===== config.mk =====
export PLATFORM = sky130hd
export DESIGN_NAME = pipeline_hazard_ctrl_flat
export DESIGN_NICKNAME = d
export VERILOG_FILES = /design/src/rtl/pipeline_hazard_ctrl_if.sv /design/src/rtl/pipeline_hazard_ctrl.sv /design/src/flat_wrapper.sv
export SDC_FILE = /design/constraint.sdc
export NUM_CORES = 1
export LEC_CHECK = 0
export ABC_AREA = 0
export BUFFER_PORTS_ARGS = -buffer_cell sky130_fd_sc_hd__clkbuf_2
export CORE_MARGIN = 8
export CORE_UTILIZATION = 49
export CTS_CLUSTER_DIAMETER = 120
export CTS_CLUSTER_SIZE = 20
export DETAILED_ROUTE_END_ITERATION = 6
export PLACE_DENSITY = 0.79
export SLEW_MARGIN = 20
export SYNTH_ARGS = -nofsm -noshare
export SYNTH_HDL_FRONTEND = slang
export SYNTH_SLANG_ARGS = --single-unit

===== constraint.sdc =====
create_clock -name clk -period 2.5 [get_ports clk]
set_input_delay 0.375 -clock clk [delete_from_list [all_inputs] [get_ports clk]]
set_output_delay 0.375 -clock clk [all_outputs]
set_load 0.1 [all_outputs]

===== src/rtl/pipeline_hazard_ctrl_if.sv =====
// Hazard controller bundle: datapath hazard sources in, pipeline control word out.
// Optional feature macro: HAZARD_PERF_CNT_EN adds the stall_cycles/flush_count counters.
// master = datapath side (drives hazard sources), slave = hazard controller.
interface pipeline_hazard_ctrl_if #(
   parameter int REG_ADDR_W = 5
`ifdef HAZARD_PERF_CNT_EN
   ,
   parameter int CNT_W = 32
`endif
);
   logic [REG_ADDR_W-1:0] id_rs1;
   logic [REG_ADDR_W-1:0] id_rs2;
   logic                  id_use_rs1;
   logic                  id_use_rs2;
   logic [REG_ADDR_W-1:0] ex_rd;
   logic                  ex_mem_read;
   logic                  ex_redirect;
   logic                  mdu_start;
   logic                  mdu_done;
   logic                  mem_busy;
   logic                  pc_en;
   logic [3:0]            stage_en;
   logic [3:0]            stage_clear;
   logic                  stall_timeout;
`ifdef HAZARD_PERF_CNT_EN
   logic [CNT_W-1:0]      stall_cycles;
   logic [CNT_W-1:0]      flush_count;
`endif

   modport master (
      output id_rs1, id_rs2, id_use_rs1, id_use_rs2, ex_rd, ex_mem_read,
      output ex_redirect, mdu_start, mdu_done, mem_busy,
      input  pc_en, stage_en, stage_clear, stall_timeout
`ifdef HAZARD_PERF_CNT_EN
      ,
      input  stall_cycles, flush_count
`endif
   );

   modport slave (
      input  id_rs1, id_rs2, id_use_rs1, id_use_rs2, ex_rd, ex_mem_read,
      input  ex_redirect, mdu_start, mdu_done, mem_busy,
      output pc_en, stage_en, stage_clear, stall_timeout
`ifdef HAZARD_PERF_CNT_EN
      ,
      output stall_cycles, flush_count
`endif
   );
endinterface


===== src/rtl/pipeline_hazard_ctrl.sv =====
// Pipeline hazard controller: merges load-use, EX redirect, multi-cycle MDU and
// data-memory wait into one per-cycle control word (pc_en, stage_en, stage_clear)
// for the IF/ID(0), ID/EX(1), EX/MEM(2), MEM/WB(3) registers.
// Optional feature macro: HAZARD_PERF_CNT_EN (stall_cycles / flush_count counters).
// Handshake: there is no valid/ready pair; the control word is valid every cycle
// and is consumed by the pipeline registers on the same rising edge. Hazard sources
// (ex_redirect, mdu_done, mdu_start) stay stable while the pipe is frozen by mem_busy.
module pipeline_hazard_ctrl #(
   parameter int REG_ADDR_W       = 5,
   parameter int MAX_STALL_CYCLES = 255
`ifdef HAZARD_PERF_CNT_EN
   ,
   parameter int CNT_W            = 32
`endif
) (
   input  logic                   clk,
   input  logic                   rst_n,
   pipeline_hazard_ctrl_if.slave  hz,
   output logic [1:0]             dbg_state_o
);
   typedef enum logic [1:0] {S_INIT, S_RUN, S_MDU_WAIT, S_MEM_WAIT} state_t;

   localparam int SCW = $clog2(MAX_STALL_CYCLES + 1);

   state_t           state_q, state_d;
   state_t           ret_q, ret_d;      // state to resume after a memory freeze
   state_t           eff_state;         // state whose rules apply this cycle
   logic [SCW-1:0]   cnt_q, cnt_d;
   logic             in_wait;
   logic             load_use;
   logic             redirect_taken;
   logic             pc_en;
   logic [3:0]       stage_en;
   logic [3:0]       stage_clear;

   // Load in EX writing a register the ID instruction reads (x0 never hazards).
   assign load_use = hz.ex_mem_read && (hz.ex_rd != REG_ADDR_W'(0)) &&
                     ((hz.id_use_rs1 && (hz.id_rs1 == hz.ex_rd)) ||
                      (hz.id_use_rs2 && (hz.id_rs2 == hz.ex_rd)));

   // On the release cycle of a memory freeze, the interrupted state's rules apply.
   assign eff_state = (state_q == S_MEM_WAIT) ? ret_q : state_q;

   // Next state and control word; priority mem_busy > MDU wait > redirect > load-use.
   always_comb begin
      state_d        = state_q;
      ret_d          = ret_q;
      pc_en          = 1'b1;
      stage_en       = 4'b1111;
      stage_clear    = 4'b0000;
      redirect_taken = 1'b0;
      if (state_q == S_INIT) begin
         pc_en       = 1'b0;
         stage_clear = 4'b1111;
         state_d     = S_RUN;
      end else if (hz.mem_busy) begin
         pc_en    = 1'b0;
         stage_en = 4'b0000;
         state_d  = S_MEM_WAIT;
         ret_d    = eff_state;
      end else begin
         case (eff_state)
            S_MDU_WAIT: begin
               if (hz.mdu_done) begin
                  state_d = S_RUN;
               end else begin
                  pc_en       = 1'b0;
                  stage_en    = 4'b1100;
                  stage_clear = 4'b0100;
                  state_d     = S_MDU_WAIT;
               end
            end
            default: begin
               state_d = hz.mdu_start ? S_MDU_WAIT : S_RUN;
               if (hz.ex_redirect) begin
                  stage_clear    = 4'b0011;
                  redirect_taken = 1'b1;
               end else if (load_use) begin
                  pc_en       = 1'b0;
                  stage_en    = 4'b1110;
                  stage_clear = 4'b0010;
               end
            end
         endcase
      end
   end

   // Consecutive wait cycles, saturating so the timeout pulses once per wait episode.
   assign in_wait = (state_q == S_MDU_WAIT) || (state_q == S_MEM_WAIT);

   always_comb begin
      cnt_d = '0;
      if (in_wait) begin
         cnt_d = (cnt_q == SCW'(MAX_STALL_CYCLES)) ? cnt_q : cnt_q + 1'b1;
      end
   end

   // State, resume state and stall counter registers.
   always_ff @(posedge clk or negedge rst_n) begin
      if (!rst_n) begin
         state_q <= S_INIT;
         ret_q   <= S_RUN;
         cnt_q   <= '0;
      end else begin
         state_q <= state_d;
         ret_q   <= ret_d;
         cnt_q   <= cnt_d;
      end
   end

   assign hz.pc_en         = pc_en;
   assign hz.stage_en      = stage_en;
   assign hz.stage_clear   = stage_clear;
   assign hz.stall_timeout = in_wait && (cnt_q == SCW'(MAX_STALL_CYCLES - 1));
   assign dbg_state_o      = state_q;

`ifdef HAZARD_PERF_CNT_EN
   logic [CNT_W-1:0] stall_cycles_q;
   logic [CNT_W-1:0] flush_count_q;

   // Performance counters; idle during INIT, wrap naturally.
   always_ff @(posedge clk or negedge rst_n) begin
      if (!rst_n) begin
         stall_cycles_q <= '0;
         flush_count_q  <= '0;
      end else if (state_q != S_INIT) begin
         if (!pc_en) stall_cycles_q <= stall_cycles_q + 1'b1;
         if (redirect_taken) flush_count_q <= flush_count_q + 1'b1;
      end
   end

   assign hz.stall_cycles = stall_cycles_q;
   assign hz.flush_count  = flush_count_q;
`endif
endmodule


===== src/flat_wrapper.sv =====
// flat-port wrapper written by rule: the top's interface ports become plain ports
module pipeline_hazard_ctrl_flat 
#(
   parameter int REG_ADDR_W       = 5,
   parameter int MAX_STALL_CYCLES = 255

)
  (clk, rst_n, dbg_state_o, hz_id_rs1, hz_id_rs2, hz_id_use_rs1, hz_id_use_rs2, hz_ex_rd, hz_ex_mem_read, hz_ex_redirect, hz_mdu_start, hz_mdu_done, hz_mem_busy, hz_pc_en, hz_stage_en, hz_stage_clear, hz_stall_timeout);
  pipeline_hazard_ctrl_if #(.REG_ADDR_W(REG_ADDR_W)) hz_i ();
  input  logic clk;
  input  logic rst_n;
  output logic [1:0] dbg_state_o;
  input wire logic [$bits(hz_i.id_rs1)-1:0] hz_id_rs1;
  input wire logic [$bits(hz_i.id_rs2)-1:0] hz_id_rs2;
  input wire logic [$bits(hz_i.id_use_rs1)-1:0] hz_id_use_rs1;
  input wire logic [$bits(hz_i.id_use_rs2)-1:0] hz_id_use_rs2;
  input wire logic [$bits(hz_i.ex_rd)-1:0] hz_ex_rd;
  input wire logic [$bits(hz_i.ex_mem_read)-1:0] hz_ex_mem_read;
  input wire logic [$bits(hz_i.ex_redirect)-1:0] hz_ex_redirect;
  input wire logic [$bits(hz_i.mdu_start)-1:0] hz_mdu_start;
  input wire logic [$bits(hz_i.mdu_done)-1:0] hz_mdu_done;
  input wire logic [$bits(hz_i.mem_busy)-1:0] hz_mem_busy;
  output wire logic [$bits(hz_i.pc_en)-1:0] hz_pc_en;
  output wire logic [$bits(hz_i.stage_en)-1:0] hz_stage_en;
  output wire logic [$bits(hz_i.stage_clear)-1:0] hz_stage_clear;
  output wire logic [$bits(hz_i.stall_timeout)-1:0] hz_stall_timeout;
  assign hz_i.id_rs1 = hz_id_rs1;
  assign hz_i.id_rs2 = hz_id_rs2;
  assign hz_i.id_use_rs1 = hz_id_use_rs1;
  assign hz_i.id_use_rs2 = hz_id_use_rs2;
  assign hz_i.ex_rd = hz_ex_rd;
  assign hz_i.ex_mem_read = hz_ex_mem_read;
  assign hz_i.ex_redirect = hz_ex_redirect;
  assign hz_i.mdu_start = hz_mdu_start;
  assign hz_i.mdu_done = hz_mdu_done;
  assign hz_i.mem_busy = hz_mem_busy;
  assign hz_pc_en = hz_i.pc_en;
  assign hz_stage_en = hz_i.stage_en;
  assign hz_stage_clear = hz_i.stage_clear;
  assign hz_stall_timeout = hz_i.stall_timeout;
  pipeline_hazard_ctrl #(.REG_ADDR_W(REG_ADDR_W), .MAX_STALL_CYCLES(MAX_STALL_CYCLES)) u_core (.clk(clk), .rst_n(rst_n), .hz(hz_i), .dbg_state_o(dbg_state_o));
endmodule

==> metrics.json <==
{
  "run_status": {"value": "completed"},
  "holdWs": {"value": 0.382, "unit": "ns"},
  "postSynth.asyncResetShare": {"value": 1.00},
  "firstDrtPassIters": {"value": 4},
  "final.setup.worst_slack": {"value": 0.164, "unit": "ns"},
  "unrepaired_setup_endpoints_after_global_routing": {"value": "no"},
  "grt_busiest_layer": {"value": "met2"},
  "clk_root_buffer_cell": {"value": "sky130_fd_sc_hd__clkbuf_4"},
  "p_seq_frac": {"value": 0.353},
  "floorplan.die.width": {"value": 57.1, "unit": "microns"},
  "cts_htree_levels": {"value": 1},
  "post_layout_inst_area": {"value": 1120, "unit": "sq um"},
  "drv_slew": {"value": 0},
  "power.density": {"value": 739, "unit": "nW/um^2"},
  "worst_slew_pin_slew": {"value": 0.547, "unit": "ns"},
  "timing.setup.critical_path_class": {"value": "reg2out"},
  "worst-endpoint-required": {"value": 2.12, "unit": "ns"},
  "synth-edff-count": {"value": 0},
  "clk_pin_slew": {"value": 0.08, "unit": "ns"},
  "holdPathStages": {"value": 3},
  "postSynthRegisterBits": {"value": 12},
  "wl_per_cell": {"value": 13.8, "unit": "microns"},
  "layout.cells.most_common_list": {"value": "sky130_fd_sc_hd__clkbuf_2 (33), sky130_fd_sc_hd__xnor2_1 (11), sky130_fd_sc_hd__dfrtp_1 (9), sky130_fd_sc_hd__nand2_1 (7), sky130_fd_sc_hd__o21ai_0 (6)"},
  "post_place_setup_slack": {"value": 0.293, "unit": "ns"},
  "flow.area_growth_from_synthesis": {"value": 36.2, "unit": "%"},
  "antenna_violating_nets_post_route": {"value": 0},
  "gpl.final_weighted_congestion": {"value": 0.834},
  "largest_family_of_logic_cells_by_synthesized_area": {"value": "compound AO/OA/AOI/OAI gates"},
  "timing.critical_path.arrival": {"value": 1.96, "unit": "ns"},
  "power": {"value": 0.831, "unit": "mW"},
  "worstPathCellList": {"value": "nor2b_1 -> o21ai_0 -> o21ai_1 -> nand2_1 -> clkbuf_2"},
  "numClockSinks": {"value": 12},
  "mappedNetlistNets": {"value": 119},
  "post_synthesis_share_of_cell_area_spent_on_xor_and_xnor_gates": {"value": 0.127},
  "grtUsageMet3": {"value": 0.0333},
  "layout_worst_path_cycle_share": {"value": 0.934},
  "syn-mean-instance-area": {"value": 8.88, "unit": "sq um"},
  "grtUsageMet1": {"value": 0.138},
  "design.portCount": {"value": 36},
  "p_int": {"value": 0.442, "unit": "mW"},
  "whs_endpoint": {"value": "u_core.dbg_state_o[1]$_DFF_PN0_"},
  "post-cts-setup-buffers": {"value": 0},
  "power_frac_comb": {"value": 0.461},
  "critPathMaxFanout": {"value": 3},
  "layout.cells.most_common": {"value": "sky130_fd_sc_hd__clkbuf_2"},
  "dp_hpwl": {"value": 1680, "unit": "microns"},
  "die-height": {"value": 57.1, "unit": "microns"},
  "maximum_number_of_pins_on_one_net_before_global_route_repair": {"value": 13},
  "worstReg2RegStart": {"value": "u_core.cnt_q[0]$_DFFE_PN0P_"},
  "synth_sequential_area_ratio": {"value": 0.365},
  "grt_pass1_wl": {"value": 3460, "unit": "microns"},
  "synth.cell_area": {"value": 826, "unit": "sq um"},
  "n_fill_cell": {"value": 148},
  "place_area": {"value": 1080, "unit": "sq um"},
  "yosys.area_share.adder": {"value": 0.0303},
  "share_of_synthesized_cell_area_in_and_or_nand_and_nor_gates": {"value": 0.189},
  "irDropWorstVdd": {"value": 559, "unit": "uV"},
  "r2r_slack": {"value": 1.02, "unit": "ns"},
  "ys_types": {"value": 35},
  "grt.total_usage": {"value": 0.123},
  "finalCriticalPeriod": {"value": 2.34, "unit": "ns"},
  "cts_buffer_depth": {"value": 2},
  "rr_endpoint": {"value": "u_core.cnt_q[0]$_DFFE_PN0P_"},
  "layout.cells.non_filler": {"value": 148},
  "layout-drive-gt1-share": {"value": 0.412},
  "finalHoldViolations": {"value": 0},
  "tritoncts": {"value": "done"},
  "timing.max_cap.violations": {"value": 0},
  "antenna_found_initial": {"value": 0},
  "detail_route.vias_per_cell": {"value": 5.72},
  "routed-via-count": {"value": 847},
  "power_frac_clock": {"value": 0.186},
  "coreArea": {"value": 1650, "unit": "sq um"},
  "ant_diodes": {"value": 0},
  "ff2ff_path_depth": {"value": 5},
  "synth_compound_area_frac": {"value": 0.245},
  "clkLatencyLatePin": {"value": 0.28, "unit": "ns"},
  "startpoint_class": {"value": "flop"},
  "muxShareOfSynthArea": {"value": 0},
  "count_of_synthesis_stage_warnings_from_yosys": {"value": 0},
  "p_leak": {"value": 0.520, "unit": "nW"},
  "net-switching-power": {"value": 0.389, "unit": "mW"},
  "io_buffer_count": {"value": 35},
  "critical-path-slowest-cell": {"value": "sky130_fd_sc_hd__dfstp_2"},
  "floorplan.die_area": {"value": 3250, "unit": "sq um"},
  "tns": {"value": 0, "unit": "ns"},
  "hold_path_class": {"value": "in2reg"},
  "met2_usage": {"value": 0.225},
  "setup_viol_count_final": {"value": 0},
  "slew-limit-headroom": {"value": 0.637},
  "grt_overflow": {"value": 0},
  "cp_slowest_stage_delay": {"value": 0.54, "unit": "ns"},
  "worstSetupEndpointType": {"value": "output port"},
  "post_placement_cell_count": {"value": 143},
  "route.final.wire_length": {"value": 2040, "unit": "microns"},
  "grt_pass1_vias": {"value": 876},
  "min_from": {"value": "hz_mdu_start"},
  "dominantRegCellSynth": {"value": "sky130_fd_sc_hd__dfrtp_1"},
  "initial_core_util": {"value": 0.500},
  "layout.nets": {"value": 158},
  "maxClockFrequency": {"value": 0.428, "unit": "GHz"},
  "layout.core_utilization": {"value": 0.681},
  "power.share.switching": {"value": 0.469},
  "rows": {"value": 15},
  "post_detailed_route_drc_marker_count": {"value": 0},
  "cts_buffers": {"value": 3},
  "postSynthCellCount": {"value": 93},
  "dr.first_iter.drc_count": {"value": 13},
  "fin_worst_skew": {"value": 0.00901, "unit": "ns"}
}
logic make-up (layout without fill, tap and decap cells):
| logic type | after synthesis | count (layout) |
|---|---|---|
| and+or+nand+nor | 30 | 30 |
| buffers and inverters | 8 | 46 |
| DFF | 12 | 12 |
| adders and majority gates | 2 | 2 |
| AOI/OAI and AO/OA | 29 | 29 |
| xor gates and xnor gates | 12 | 12 |
synthesized netlist by cell type (2+ instances only):
master / n / area, sq um
sky130_fd_sc_hd__nand4_1: 4 / 25.0
sky130_fd_sc_hd__nand2_1: 8 / 30.0
sky130_fd_sc_hd__a21oi_1: 3 / 15.0
sky130_fd_sc_hd__inv_1: 5 / 18.8
sky130_fd_sc_hd__nor2_1: 6 / 22.5
sky130_fd_sc_hd__ha_1: 2 / 25.0
sky130_fd_sc_hd__a211oi_1: 2 / 15.0
sky130_fd_sc_hd__o21ai_0: 8 / 40.0
sky130_fd_sc_hd__nand3_1: 2 / 10.0
sky130_fd_sc_hd__and3_1: 2 / 12.5
sky130_fd_sc_hd__nor3_1: 2 / 10.0
sky130_fd_sc_hd__nand2b_1: 2 / 12.5
sky130_fd_sc_hd__xnor2_1: 11 / 96.3
sky130_fd_sc_hd__dfrtp_1: 11 / 275
sky130_fd_sc_hd__a31oi_1: 5 / 31.3
power by group through the flow:
| stage | sequential [mW] | combinational (mW) | clock, mW |
|---|---|---|---|
| after floorplan | 0.316 | 0.271 | 0 |
| after global placement | 0.294 | 0.375 | 0 |
| after detailed placement | 0.296 | 0.385 | 0 |
| after CTS | 0.292 | 0.387 | 0.155 |
| after global routing | 0.300 | 0.407 | 0.164 |
| final | 0.293 | 0.383 | 0.154 |
layout make-up:
| class | count | area (sq um) | share of cell area |
|---|---|---|---|
| clock buffers | 4 | 36.3 | 0.0323 |
| inverters | 5 | 18.8 | 0.0167 |
| multi-input cells | 73 | 517 | 0.459 |
| flip-flops and latches | 12 | 309 | 0.275 |
| well taps | 17 | 21.3 | 0.0189 |
| repair buffers | 37 | 223 | 0.198 |
repair_timing:
action / 4_1_cts / 5_1_grt
endpoints found under the hold margin: 11 / 0
resized for setup: 0 / 0
hold buffers: 1 / 0
worst max-delay path by stage:
stage | startpoint | end | cells after the start
2_1_floorplan | u_core.dbg_state_o[1]$_DFF_PN0_ | hz_stage_en[0] | 4
3_3_place_gp | hz_ex_rd[1] | hz_stage_clear[1] | 6
3_5_place_dp | hz_ex_rd[1] | hz_stage_clear[1] | 6
4_1_cts | u_core.ret_q[0]$_DFFE_PN1P_ | hz_stage_en[1] | 5
5_1_grt | u_core.ret_q[0]$_DFFE_PN1P_ | hz_stage_en[1] | 5
6_report | u_core.ret_q[0]$_DFFE_PN1P_ | hz_stage_en[1] | 5
routing by layer:
layer / share of wire / vias up / wire [microns]
met3: 0.054 / 2 / 110
met4: 0.0093 / 0 / 19
met1: 0.42 / 392 / 862
met2: 0.51 / 38 / 1040
li1: - / 415 / -
met5: 0 / - / 0
registers in the layout, summed over array words and instances (netlist names):
| register | count |
|---|---|
| u_core.dbg_state_o | 2 |
| u_core.ret_q | 2 |
| u_core.cnt_q | 8 |
worst max-delay path: cells and delay by family, from the launching register on:
kind | cells | cell delay [ns]
flip-flops | 1 | 0.54
AO/OA/AOI/OAI | 2 | 0.53
buffers and inverters | 1 | 0.45
AND/OR/NAND/NOR | 2 | 0.15
Power figures use the tool's default switching activity.
